## src/rtl/if_id_pipe_stage.sv

```systemverilog
// if_id_pipe_stage: IF/ID register with valid/ready handshake, one-entry skid buffer,
// flush and saturating stall counter.
module if_id_pipe_stage #(
    parameter int                 PC_W      = 8,
    parameter int                 INSTR_W   = 32,
    parameter logic [INSTR_W-1:0] NOP_INSTR = {INSTR_W{1'b0}},
    parameter int                 CNT_W     = 16
) (
    input  logic               clk,
    input  logic               rst_n,
    input  logic               flush,
    input  logic               in_valid,
    output logic               in_ready,
    input  logic [PC_W-1:0]    in_pc,
    input  logic [INSTR_W-1:0] in_instr,
    output logic               out_valid,
    input  logic               out_ready,
    output logic [PC_W-1:0]    out_pc,
    output logic [INSTR_W-1:0] out_instr,
    output logic [CNT_W-1:0]   stall_cnt
);
    logic               skid_valid;
    logic [PC_W-1:0]    skid_pc;
    logic [INSTR_W-1:0] skid_instr;
    logic               accept;
    logic               take;
    logic               main_free;

    assign in_ready  = ~skid_valid;
    assign accept    = in_valid & in_ready;
    assign take      = out_valid & out_ready;
    assign main_free = ~out_valid | take;

    always_ff @(posedge clk or negedge rst_n) begin
        if (!rst_n) begin
            out_valid  <= 1'b0;
            out_pc     <= '0;
            out_instr  <= NOP_INSTR;
            skid_valid <= 1'b0;
            skid_pc    <= '0;
            skid_instr <= NOP_INSTR;
        end else if (flush) begin
            out_valid  <= 1'b0;
            out_instr  <= NOP_INSTR;
            skid_valid <= 1'b0;
        end else if (main_free) begin
            // skid always drains first to keep FIFO order
            if (skid_valid) begin
                out_valid  <= 1'b1;
                out_pc     <= skid_pc;
                out_instr  <= skid_instr;
                skid_valid <= 1'b0;
            end else if (accept) begin
                out_valid <= 1'b1;
                out_pc    <= in_pc;
                out_instr <= in_instr;
            end else begin
                out_valid <= 1'b0;
                out_instr <= NOP_INSTR;
            end
        end else if (accept) begin
            skid_valid <= 1'b1;
            skid_pc    <= in_pc;
            skid_instr <= in_instr;
        end
    end

    always_ff @(posedge clk or negedge rst_n) begin
        if (!rst_n)
            stall_cnt <= '0;
        else if (out_valid && !out_ready && !(&stall_cnt))
            stall_cnt <= stall_cnt + 1'b1;
    end
endmodule

```

## config.mk

```make
export PLATFORM = sky130hd
export DESIGN_NAME = if_id_pipe_stage
export DESIGN_NICKNAME = d
export VERILOG_FILES = /design/src/rtl/if_id_pipe_stage.sv
export SDC_FILE = /design/constraint.sdc
export NUM_CORES = 1
export LEC_CHECK = 0
export CAP_MARGIN = 0
export CORE_MARGIN = 1
export CORE_UTILIZATION = 49
export DETAILED_ROUTE_END_ITERATION = 10
export GPL_TIMING_DRIVEN = 0
export PLACE_DENSITY = 0.83
export SKIP_LAST_GASP = 1
export SYNTH_ARGS = -nofsm -noshare
export SYNTH_HDL_FRONTEND = slang
export SYNTH_SLANG_ARGS = --single-unit
export TNS_END_PERCENT = 5
```

## constraint.sdc

```tcl
create_clock -name clk -period 2.4 [get_ports clk]
set_input_delay 0.24 -clock clk [delete_from_list [all_inputs] [get_ports clk]]
set_output_delay 0.24 -clock clk [all_outputs]
set_load 0.1 [all_outputs]
```

==> flow_summary.toml <==
[synthesis]
synth-seq-area-share_pct = 58.49
async_reset_ff_share_pct = 100.0
yosys_warnings = 0
synth_ff_type = "sky130_fd_sc_hd__dfrtp_1"
ys_seq_elements = 98
synth_fp_nets = 396
synthCells = 350
ys_top_cells_by_area = "sky130_fd_sc_hd__dfrtp_1 58%, sky130_fd_sc_hd__mux2_2 11%, sky130_fd_sc_hd__a221oi_1 6.7%"
netlist.top_cell.by_area = "sky130_fd_sc_hd__dfrtp_1"
synth.top_cell.area_share_pct = 58.49
yosys.cell_count.top_type = "sky130_fd_sc_hd__dfrtp_1"
syn-mean-instance-area_um2 = 11.98
synth_cell_type_count = 37
most_frequent_cells_after_synthesis = "98 x sky130_fd_sc_hd__dfrtp_1, 47 x sky130_fd_sc_hd__nor2_1, 40 x sky130_fd_sc_hd__mux2_2"
synth.cell_area_um2 = 4193
number_of_enable_type_register_cells_in_the_synthesized_netlist = 0

[floorplan]
core-area_um2 = 8258
start_util_pct = 50.77
dieHeight_um = 94.50
fp.dieW_um = 94.50
row_count = 33
ioPinCount = 103
die_area_um2 = 8930

[critical_path]
r2r-end = "out_pc[5]"
critical_path.max_fanout = 7
critical_path_buf_inv_count = 1
critical_path.reg2reg.startpoint = "out_valid"
worst-setup-path-type = "reg -> out"
critPathCaptureType = "output port"
crit_slowest_cell = "sky130_fd_sc_hd__clkdlybuf4s50_1"
cell_depth_of_the_worst_flop_to_flop_path = 6
cp-start-kind = "flip-flop"
worst_ep_arrival_time_ns = 2.00
max_stage_delay_ns = 1.18
cpLargestDelayFamily = "buffers and inverters"
cp_cell_sequence = "clkdlybuf4s50_1"
r2r_slack_ns = 0.48
critical_path_required_ns = 2.16

[global_route]
grt_remaining_overflow = 0
grt_pass1_wl_um = 15790
grtUsageTotal_pct = 23.06
antenna_found_initial = 0
grt_start_max_net_pins = 63
number_of_global_route_vias_before_repair = 3259

[layout]
areaGrowthSynthToFinish_pct = 33.42
drive_above_1_share_pct = 16.20
multi_input_comb_area_um2 = 1624
register_area_um2 = 2455
num-nets-final = 510
antenna_cells = 0
layout.filler_cells = 644

[run]
max_cap_viol_count = 0

[worst_hold_path]
min_path_cells = 2
worst_hold_path_type = "in -> reg"
worstHoldStart = "flush"
whs_endpoint = "out_instr[6]"

[clocking]
cts.root.buffer_cell = "sky130_fd_sc_hd__clkbuf_8"
cts.sinks = 98
clock_tree_from_tritoncts = "yes"
cts.reportedPaths.clkPinSlew_ns = 0.09
clock_insertion_delay_worst_skew_ns = 0.35
cts.htree.levels = 3
postCtsSetupBuffers = 0
clockBufferDepth = 2
cts-buffers-inserted = 9

[placement]
dpl_worst_slack_ns = -0.1338
place.port_buffers = 101
hpwl_um = 6778
gpl_congestion = 0.7575

[timing]
final_worst_slack_ns = 0.1638
finalSetupViolCount = 0
worstMarginPinSlew_ns = 1.007
finClkSkew_ns = 0.01062
setup-tns-final_ns = 0
post-route-min-period_ns = 2.236
fmax_mhz = 447.2
rsz0062_at_grt = "false"
finalCritPeriodShare_pct = 93.17
final_hold_viol_count = 0
worst_max_slew_margin_expressed_relative_to_the_limit_pct = 32.67
final_max_slew_viol_count = 0
finalHoldWorstSlack_ns = 0.3169

[pwr]
cellPowerDensity_nw_per_um2 = 865.2
p_leak_nw = 2.408
max-vdd-ir-drop_v = 0.0005053
fin_total_pwr_w = 0.004840

[route]
ant_nets = 0
initialDrtViolationCount = 143
drc_errors = 0
drt-total-wl_um = 9813
drtPass1Iterations = 4
routed-via-count = 3268
vias_per_cell = 5.693
routedWlPerCell_um = 17.10

[outcome]
run_status = "finished, final reports clean"
-- power breakdown --
part           switching [W]  internal [W]
Combinational        0.00105      0.000492
Sequential          0.000202       0.00194
Clock               0.000561      0.000589
Total                0.00181       0.00303
-- timing repair --
item | 4_1_cts | 5_1_grt
hold endpoints to repair | 36 | 0
resized for setup | 4 | 0
setup endpoints to repair | 1 | 0
hold buffers | 1 | 0
-- sequential cells by signal (all words and copies together) (netlist names) --
| name | cells |
|---|---|
| skid_instr | 32 |
| out_instr | 32 |
| skid_valid | 1 |
| out_pc | 8 |
| skid_pc | 8 |
| out_valid | 1 |
| stall_cnt | 16 |
-- routing by layer --
layer	global-route usage (%)	wire (um)	vias up
li1	-	-	1517
met1	30.26	4112	1626
met2	38.22	5077	115
met3	5.233	525	10
met4	7.071	97	0
met5	0	0	-
-- worst max-delay path by stage --
stage / endpoint / slack [ns] / from / cells past startpoint
floorplan: stall_cnt[1] / 0.05 / stall_cnt[9] / 4
global placement: stall_cnt[1] / -2.79 / rst_n / 1
detailed placement: in_ready / -0.13 / skid_valid / 4
CTS: stall_cnt[6] / 0.15 / stall_cnt[6] / 1
global route: stall_cnt[4] / 0.09 / stall_cnt[4] / 1
finish: stall_cnt[4] / 0.16 / stall_cnt[4] / 1
-- layout by cell type (no fill, tap or decap), types with 2 or more instances in the layout --
master	count
sky130_fd_sc_hd__a21oi_1	9
sky130_fd_sc_hd__a221oi_1	32
sky130_fd_sc_hd__and3_1	3
sky130_fd_sc_hd__buf_2	6
sky130_fd_sc_hd__bufinv_16	2
sky130_fd_sc_hd__clkbuf_1	18
sky130_fd_sc_hd__clkbuf_8	9
sky130_fd_sc_hd__clkdlybuf4s50_1	99
sky130_fd_sc_hd__clkinvlp_4	3
sky130_fd_sc_hd__dfrtp_1	96
sky130_fd_sc_hd__dfrtp_2	2
sky130_fd_sc_hd__mux2_1	3
sky130_fd_sc_hd__mux2_2	40
sky130_fd_sc_hd__mux2i_1	8
sky130_fd_sc_hd__nand2_1	11
sky130_fd_sc_hd__nand3_1	3
sky130_fd_sc_hd__nand4_1	3
sky130_fd_sc_hd__nor2_1	47
sky130_fd_sc_hd__nor3_1	34
sky130_fd_sc_hd__nor4_1	4
sky130_fd_sc_hd__nor4_2	2
sky130_fd_sc_hd__xor2_1	9
-- cell families (layout without fill, tap and decap cells) --
group	count (synthesis)	count (layout)	share of synthesized area [%]
XOR/XNOR	10	10	2.089
adder cells (fa/ha/maj)	1	1	0.2984
AND/OR/NAND/NOR	114	114	13.52
flip-flops	98	98	58.49
buffers and inverters	27	146	2.775
AO/OA/AOI/OAI	49	49	9.370
multiplexers	51	51	13.46
-- final cells by class --
type	count	area share [%]
inverters	1	0.06710
repair buffers	103	18.72
flip-flops and latches	98	43.88
plain buffers	26	2.035
clock inverters	6	1.633
well taps	105	2.348
clock buffers	10	2.281
multi-input cells	225	29.03
-- through the flow --
step	cell area, um^2	util (%)	cells
finish	5594	67.74	574
global route	5594	67.74	574
CTS	5594	67.74	574
detailed placement	5363	64.94	557
global placement	5338	64.64	556
floorplan	4195	-	350
Note: power is estimated with default switching activity, not from simulation.
